File: src/rtl/mem_arbiter.sv
// Single-port memory arbiter between the CPU and a loader/debug port.
// The CPU has priority, and a starvation counter guarantees that the loader makes progress.
module mem_arbiter #(
   parameter int AWIDTH       = 5,
   parameter int DWIDTH       = 8,
   parameter int STARVE_LIMIT = 4
) (
   input  logic              clk,
   input  logic              rst_,
   input  logic              cpu_req,
   input  logic              cpu_wr,
   input  logic [AWIDTH-1:0] cpu_addr,
   input  logic [DWIDTH-1:0] cpu_wdata,
   output logic              cpu_gnt,
   output logic [DWIDTH-1:0] cpu_rdata,
   output logic              cpu_rvalid,
   output logic              cpu_stall,
   input  logic              ldr_req,
   input  logic              ldr_wr,
   input  logic [AWIDTH-1:0] ldr_addr,
   input  logic [DWIDTH-1:0] ldr_wdata,
   output logic              ldr_gnt,
   output logic [DWIDTH-1:0] ldr_rdata,
   output logic              ldr_rvalid,
   output logic [AWIDTH-1:0] mem_addr,
   output logic [DWIDTH-1:0] mem_wdata,
   output logic              mem_rd,
   output logic              mem_wr,
   input  logic [DWIDTH-1:0] mem_rdata
);

   typedef enum logic [1:0] {IDLE, GNT_CPU, GNT_LDR} state_t;

   localparam logic [3:0] LIMIT = 4'(STARVE_LIMIT);

   state_t            state, state_next;
   logic [3:0]        starve_cnt, starve_next;
   logic              wr_q;
   logic              owner_q;       // 1 = loader owns the access in flight
   logic              cpu_rv_q, ldr_rv_q;
   logic [DWIDTH-1:0] cpu_hold_q, ldr_hold_q;

   // NOTE: every variable gets a default before any branch, so no latch can be inferred.
   always_comb begin
      state_next  = IDLE;
      starve_next = starve_cnt;
      cpu_gnt     = 1'b0;
      ldr_gnt     = 1'b0;
      mem_rd      = 1'b0;
      mem_wr      = 1'b0;

      if (cpu_req && ldr_req)
         state_next = (starve_cnt == LIMIT) ? GNT_LDR : GNT_CPU;
      else if (cpu_req)
         state_next = GNT_CPU;
      else if (ldr_req)
         state_next = GNT_LDR;

      if (!ldr_req || state_next == GNT_LDR)
         starve_next = 4'd0;
      else if (state_next == GNT_CPU && starve_cnt < LIMIT)
         starve_next = starve_cnt + 4'd1;

      case (state)
         GNT_CPU: cpu_gnt = 1'b1;
         GNT_LDR: ldr_gnt = 1'b1;
         default: ;
      endcase

      if (state != IDLE) begin
         mem_rd = ~wr_q;
         mem_wr = wr_q;
      end
   end

   // Read data passes straight through in the response cycle; otherwise the port keeps its last value.
   assign cpu_rvalid = cpu_rv_q;
   assign ldr_rvalid = ldr_rv_q;
   assign cpu_rdata  = cpu_rv_q ? mem_rdata : cpu_hold_q;
   assign ldr_rdata  = ldr_rv_q ? mem_rdata : ldr_hold_q;
   assign cpu_stall  = cpu_req & ~cpu_gnt;

   // NOTE: reset is synchronous and sampled only at the clock edge; all state uses non-blocking updates.
   always_ff @(posedge clk) begin
      if (!rst_) begin
         state      <= IDLE;
         starve_cnt <= 4'd0;
         mem_addr   <= '0;
         mem_wdata  <= '0;
         wr_q       <= 1'b0;
         owner_q    <= 1'b0;
         cpu_rv_q   <= 1'b0;
         ldr_rv_q   <= 1'b0;
         cpu_hold_q <= '0;
         ldr_hold_q <= '0;
      end else begin
         state      <= state_next;
         starve_cnt <= starve_next;
         cpu_rv_q   <= (state != IDLE) && !wr_q && !owner_q;
         ldr_rv_q   <= (state != IDLE) && !wr_q && owner_q;

         if (cpu_rv_q) cpu_hold_q <= mem_rdata;
         if (ldr_rv_q) ldr_hold_q <= mem_rdata;

         if (state_next == GNT_CPU) begin
            mem_addr  <= cpu_addr;
            mem_wdata <= cpu_wdata;
            wr_q      <= cpu_wr;
            owner_q   <= 1'b0;
         end else if (state_next == GNT_LDR) begin
            mem_addr  <= ldr_addr;
            mem_wdata <= ldr_wdata;
            wr_q      <= ldr_wr;
            owner_q   <= 1'b1;
         end
      end
   end

endmodule

File: config.mk
export PLATFORM = sky130hd
export DESIGN_NAME = mem_arbiter
export DESIGN_NICKNAME = d
export VERILOG_FILES = /design/src/rtl/mem_arbiter.sv
export SDC_FILE = /design/constraint.sdc
export NUM_CORES = 1
export LEC_CHECK = 0
export CORE_AREA = 2 2 68 70
export CTS_BUF_LIST = sky130_fd_sc_hd__clkbuf_16
export CTS_CLUSTER_DIAMETER = 80
export CTS_CLUSTER_SIZE = 28
export DETAILED_ROUTE_END_ITERATION = 6
export DIE_AREA = 0 0 70 72
export GPL_ROUTABILITY_DRIVEN = 0
export GPL_TIMING_DRIVEN = 0
export PLACE_DENSITY = 0.87
export SYNTH_ARGS = -nofsm -noshare
export SYNTH_HDL_FRONTEND = slang
export SYNTH_SLANG_ARGS = --single-unit
File: constraint.sdc
create_clock -name clk -period 1.7 [get_ports clk]
set_input_delay 0.425 -clock clk [delete_from_list [all_inputs] [get_ports clk]]
set_output_delay 0.425 -clock clk [all_outputs]
set_load 0.005 [all_outputs]
==> out/metrics.yaml, run 1 <==
synth:
  syn-num-nets: 214
  async_reset_ff_share_pct: 0
  ys_seq_area_share_pct: 45.9
  synth_top_area_share_pct: 45.9
  synth_commonest_cells: "39 x dfxtp_1, 30 x nand2_1, 16 x and2_1, 16 x mux2_2, 15 x nand4_1"
  syn_area_mm2: 0.00170
  synthFlopType: "dfxtp_1"
  netlist_instances: 172
  ys_top_cells_by_area: "dfxtp_1 46%, mux2_2 11%, o211ai_2 7.4%"
  avgSynthCellArea_um2: 9.89
  ys_seq_elements: 39
  synth_warnings: 0
  synth_edf_count: 0
  yosys.area.top_type: "dfxtp_1"
  ys_types: 27
  yosysMostFrequentCell: "dfxtp_1"
power:
  seq_power_share_pct: 44.2
  p_clk_share_pct: 38.8
  p_leak_uw: 0.00123
  p_per_area_mw_per_mm2: 789
  power_frac_comb_pct: 17.0
  ir_drop_mv: 0.392
  internal_power_uw: 1720
  swShare_pct: 22.4
  switchingPower_uw: 498
clock_network:
  cts_tree: "done"
  cts_sinks: 39
  ctsHoldBuffers: 0
  cts_inserted_buffers: 5
  htreeDepth: 2
  clk_latency_ns: 0.28
  cts.path.max_buffers: 2
  root_buffer: "clkbuf_16"
  clk_pin_slew_ns: 0.05
timing:
  skew_ns: 0.00151
  slew_violations: 0
  grt_setup_unrepaired: "true"
  timing.hold.ws_ns: 0.418
  fin_ws_ns: -0.0252
  setup_violations: 4
  worst_pin_slew_ns: 0.431
  post-route-min-period_ns: 1.73
  finalHoldViolCount: 0
  timing.fmax_mhz: 580
  timing.final.crit_share_pct: 101
  relSlewSlack_pct: 71.3
placed_design:
  io_buffer_count: 75
  place_area_mm2: 0.00252
  place_ws_ns: -0.905
  hpwl_um: 3260
job:
  cap_violations: 0
run_status:
  violations: "setup timing"
  status: "finished with violations"
detailed_routing:
  wl_per_cell_um: 15.1
  via_per_inst: 5.03
  drt_first_pass_iters: 4
  drt-total-wl_um: 4760
  drc: 0
  first_iter_violations: 52
  ant_nets: 0
  vias: 1591
floorplan:
  io_pins: 76
  chipWidth_um: 70
  start_util_pct: 39.9
  die_y_um: 72
  fp.coreArea_mm2: 0.00426
  num_rows: 24
  die-area_mm2: 0.00504
finish:
  nets: 305
  insertedDiodeCount: 0
  syn2layout_area_growth_pct: 65.4
  final_area_mm2: 0.00281
  drive_gt1_share_pct: 30.3
  n_fill_cell: 331
setup_path:
  crit_path_start_kind: "register"
  rrSetupSlack_ns: 0.25
  crit_type: "reg2out"
  critPathRequiredTime_ns: 1.27
  cp_max_fo: 8
  cp_data_arrival_time_ns: 1.30
  endpoint_kind: "output port"
hold_path:
  hp-class: "reg2reg"
global_route:
  grt_pass1_vias: 1581
  overflow: 0
  grt_antenna_before_repair: 0
  grt_pass1_wl_um: 7530
  grt_max_degree: 12
  grt_usage_pct: 19.4
layer usage:
layer  vias to the layer above  routed length (um)  share of wire, %  global-route usage [%]
met5                         -                   0                 0                       0
met1                       742                1930                41                    22.1
met2                        58                2400                51                    33.5
met3                         9                 298               6.3                    5.69
met4                         0                 123               2.6                    9.19
li1                        782                   -                 -                       -
cells in the final DEF (no fill, tap or decap), types with 2 or more instances in the layout:
cell,count
and2_1,16
and3_1,2
buf_2,7
buf_4,5
buf_6,13
clkbuf_16,5
clkbuf_2,8
clkdlybuf4s50_1,45
clkinv_1,2
dfxtp_1,34
dfxtp_2,4
dlygate4sd2_1,11
dlymetal6s2s_1,2
ha_1,2
inv_1,4
mux2_4,16
nand2_1,30
nand4_1,15
nor2_1,5
nor2b_1,2
o211ai_1,4
o211ai_2,10
o21a_1,2
metrics by stage:
| step | util (%) | total power, uW | setup TNS [ns] | cells |
|---|---|---|---|---|
| after floorplan | - | 1130 | 0 | 172 |
| after global placement | 59.0 | 1350 | -8.94 | 299 |
| after detailed placement | 59.0 | 1350 | -10.01 | 299 |
| after CTS | 65.1 | 2230 | -0.0921 | 313 |
| after global routing | 66.0 | 2300 | -0.288 | 316 |
| final | 66.0 | 2220 | -0.0796 | 316 |
final cells by class:
class / count / area [um^2] / area share (%)
clock buffer: 5 / 125 / 4.45
timing repair buffer: 84 / 783 / 27.8
multi-input combinational: 118 / 936 / 33.3
sequential: 39 / 790 / 28.1
clock inverter: 3 / 11.3 / 0.400
buffer: 12 / 91.3 / 3.25
tap: 52 / 65.1 / 2.31
inverter: 3 / 11.3 / 0.400
what timing repair did:
item | in CTS | in global routing
setup buffers | 6 | 3
resized for setup | 111 | 19
setup endpoints to repair | 31 | 23
path summary, 6_finish.rpt:
path | to | from | cells after the start
setup / recovery | cpu_rdata[5] | cpu_rvalid | 4
hold / removal | cpu_rvalid | owner_q | 1
hold reg to reg | cpu_rvalid | owner_q | 1
setup reg to reg | mem_addr[4] | starve_cnt[0] | 6
power by group through the flow:
stage	Clock, uW	Sequential (uW)	Combinational (uW)
5_1_grt	911	987	403
6_report	861	981	376
3_5_place_dp	0	998	355
4_1_cts	878	982	366
3_3_place_gp	0	997	349
2_1_floorplan	0	997	131
cell families after synthesis:
family	after synthesis	share of synthesized area [%]
fa+ha+maj	2	1.47
buf+inv	15	4.12
xor+xnor	1	0.515
flops	39	45.9
simple gates	77	24.7
mux	17	11.2
compound gates	21	12.1
sequential cells by signal (all words and copies together), names as in the netlist, 2 cells and up:
name	flops
mem_wdata	8
state	2
starve_cnt	4
cpu_hold_q	8
ldr_hold_q	8
mem_addr	5
critical path: stages (launching register included):
cell	delay, ns
dfxtp_2	0.35
buf_8	0.15
buf_6	0.10
mux2_4	0.30
buf_6	0.12
Note: power is estimated with default switching activity, not from simulation.
==> inputs of run 2 (changes only) <==
--- a/config.mk
+++ b/config.mk
@@ -14,6 +14,7 @@
 export GPL_ROUTABILITY_DRIVEN = 0
 export GPL_TIMING_DRIVEN = 0
 export PLACE_DENSITY = 0.87
+export SETUP_SLACK_MARGIN = 0.1
 export SYNTH_ARGS = -nofsm -noshare
 export SYNTH_HDL_FRONTEND = slang
 export SYNTH_SLANG_ARGS = --single-unit
==> out/metrics.yaml, run 2 (synthesized netlist as in run 1, its figures left out) <==
timing:
  relSlewSlack_pct: 75.5
  timing.fmax_mhz: 580
  timing.hold.ws_ns: 0.419
  finalHoldViolCount: 0
  worst_pin_slew_ns: 0.368
  skew_ns: 0.00283
  timing.final.crit_share_pct: 101
  fin_ws_ns: -0.0233
  setup_violations: 9
  grt_setup_unrepaired: "true"
  slew_violations: 0
  post-route-min-period_ns: 1.72
global_route:
  grt_pass1_wl_um: 7710
  grt_usage_pct: 19.9
  grt_antenna_before_repair: 0
  grt_max_degree: 12
  overflow: 0
  grt_pass1_vias: 1613
run_status:
  violations: "setup timing"
  status: "finished with violations"
setup_path:
  path_common_cell: "buf_6"
  rrSetupSlack_ns: 0.25
  reg2reg_from: "starve_cnt[0]"
  cp_max_fo: 8
  critical-path-slowest-cell: "dfxtp_2"
  crit_path_start_kind: "register"
  regToRegEndpoint: "mem_addr[4]"
  critPathRequiredTime_ns: 1.27
  endpoint_kind: "output port"
  crit_type: "reg2out"
  slowest_delay_ns: 0.35
  startpoint: "cpu_rvalid"
  worstRegToRegCells: 6
  cp_cell_sequence: "buf_8 > buf_6 > mux2_4 > buf_6"
  cp_data_arrival_time_ns: 1.30
  crit_end: "cpu_rdata[5]"
power:
  p_leak_uw: 0.00130
  p_total_uw: 2250
  p_per_area_mw_per_mm2: 767
  ir_drop_mv: 0.379
finish:
  insertedDiodeCount: 0
  fin_cells: 320
  final_area_mm2: 0.00293
  mostFrequentLayoutCells: "42 x clkdlybuf4s50_1, 34 x dfxtp_1, 30 x nand2_1"
  reg.largest.list: "cpu_hold_q (8), ldr_hold_q (8), mem_wdata (8)"
  syn2layout_area_growth_pct: 72.2
  n_fill_cell: 317
  nets: 309
  drive_gt1_share_pct: 32.8
  layout_commonest_cell: "clkdlybuf4s50_1"
detailed_routing:
  wl_per_cell_um: 15.3
  ant_nets: 0
  first_iter_violations: 67
  drt_first_pass_iters: 4
  drc: 0
  via_per_inst: 5.05
  vias: 1617
  drt-total-wl_um: 4900
clock_network:
  clk_latency_ns: 0.28
  cts_tree: "done"
  clk_pin_slew_ns: 0.05
  root_buffer: "clkbuf_16"
  cts.path.max_buffers: 2
  htreeDepth: 2
  cts_inserted_buffers: 5
  ctsHoldBuffers: 0
  cts_sinks: 39
hold_path:
  hp-class: "reg2reg"
floorplan:
  die_y_um: 72
  io_pins: 76
  num_rows: 24
  chipWidth_um: 70
  start_util_pct: 39.9
  die-area_mm2: 0.00504
  fp.coreArea_mm2: 0.00426
placed_design:
  place_area_mm2: 0.00252
  hpwl_um: 3260
  dp.cells: 299
  io_buffer_count: 75
job:
  cap_violations: 0
run 2: cell types whose count changed in the layout (fill, tap and decap cells not counted), sizes merged:
cell	change
dlymetal6s2s	+1
buf	+10
clkdlybuf4s50	-3
dlygate4sd2	+1
clkbuf	-5
run 2: routing by layer:
metal / up-vias / global-route usage [%] / part of all wire, %
met5: - / 0 / 0
met4: 0 / 9.19 / 2.9
met3: 12 / 5.69 / 5.9
met2: 65 / 34.7 / 51
met1: 753 / 22.6 / 40
li1: 787 / - / -
run 2: critical path: cells and delay by family, from the launching register on:
family / cells / cell delay [ns]
buffers and inverters: 3 / 0.37
DFF: 1 / 0.35
muxes: 1 / 0.30
run 2: repair_timing:
| item | 4_1_cts | 5_1_grt |
|---|---|---|
| buffers inserted | 10 | 3 |
| endpoints found under the setup margin | 31 | 31 |
| gates resized for setup | 136 | 21 |
run 2: worst min-delay path by stage:
stage,startpoint,endpoint,slack (ns),cells past startpoint
finish,owner_q,cpu_rvalid,0.42,1
global route,owner_q,cpu_rvalid,0.46,1
CTS,owner_q,cpu_rvalid,0.42,1
detailed placement,owner_q,cpu_rvalid,0.41,1
global placement,owner_q,cpu_rvalid,0.41,1
floorplan,owner_q,cpu_rvalid,0.40,1
run 2: where the power goes:
group	leakage, uW	total, uW	internal (uW)	switching, uW
registers	0.000321	983	958	24.4
clock network	0.0000701	863	527	336
logic	0.000905	401	256	145
run 2: final cells by class:
class | instances | area (um^2) | share of cell area [%]
multi-input cells | 118 | 938 | 32.1
repair buffers | 88 | 890 | 30.4
flip-flops and latches | 39 | 790 | 27.0
clock buffers | 5 | 125 | 4.27
plain buffers | 12 | 97.6 | 3.33
well taps | 52 | 65.1 | 2.22
clock inverters | 3 | 11.3 | 0.385
inverters | 3 | 11.3 | 0.385
run 2: stage by stage:
| step | setup TNS [ns] | utilization, % | setup slack [ns] |
|---|---|---|---|
| after floorplan | 0 | - | 0.392 |
| after global placement | -8.94 | 59.0 | -0.857 |
| after detailed placement | -10.01 | 59.0 | -0.905 |
| after CTS | -0.0843 | 66.6 | -0.0206 |
| after global routing | -0.468 | 68.7 | -0.0625 |
| final | -0.119 | 68.7 | -0.0233 |
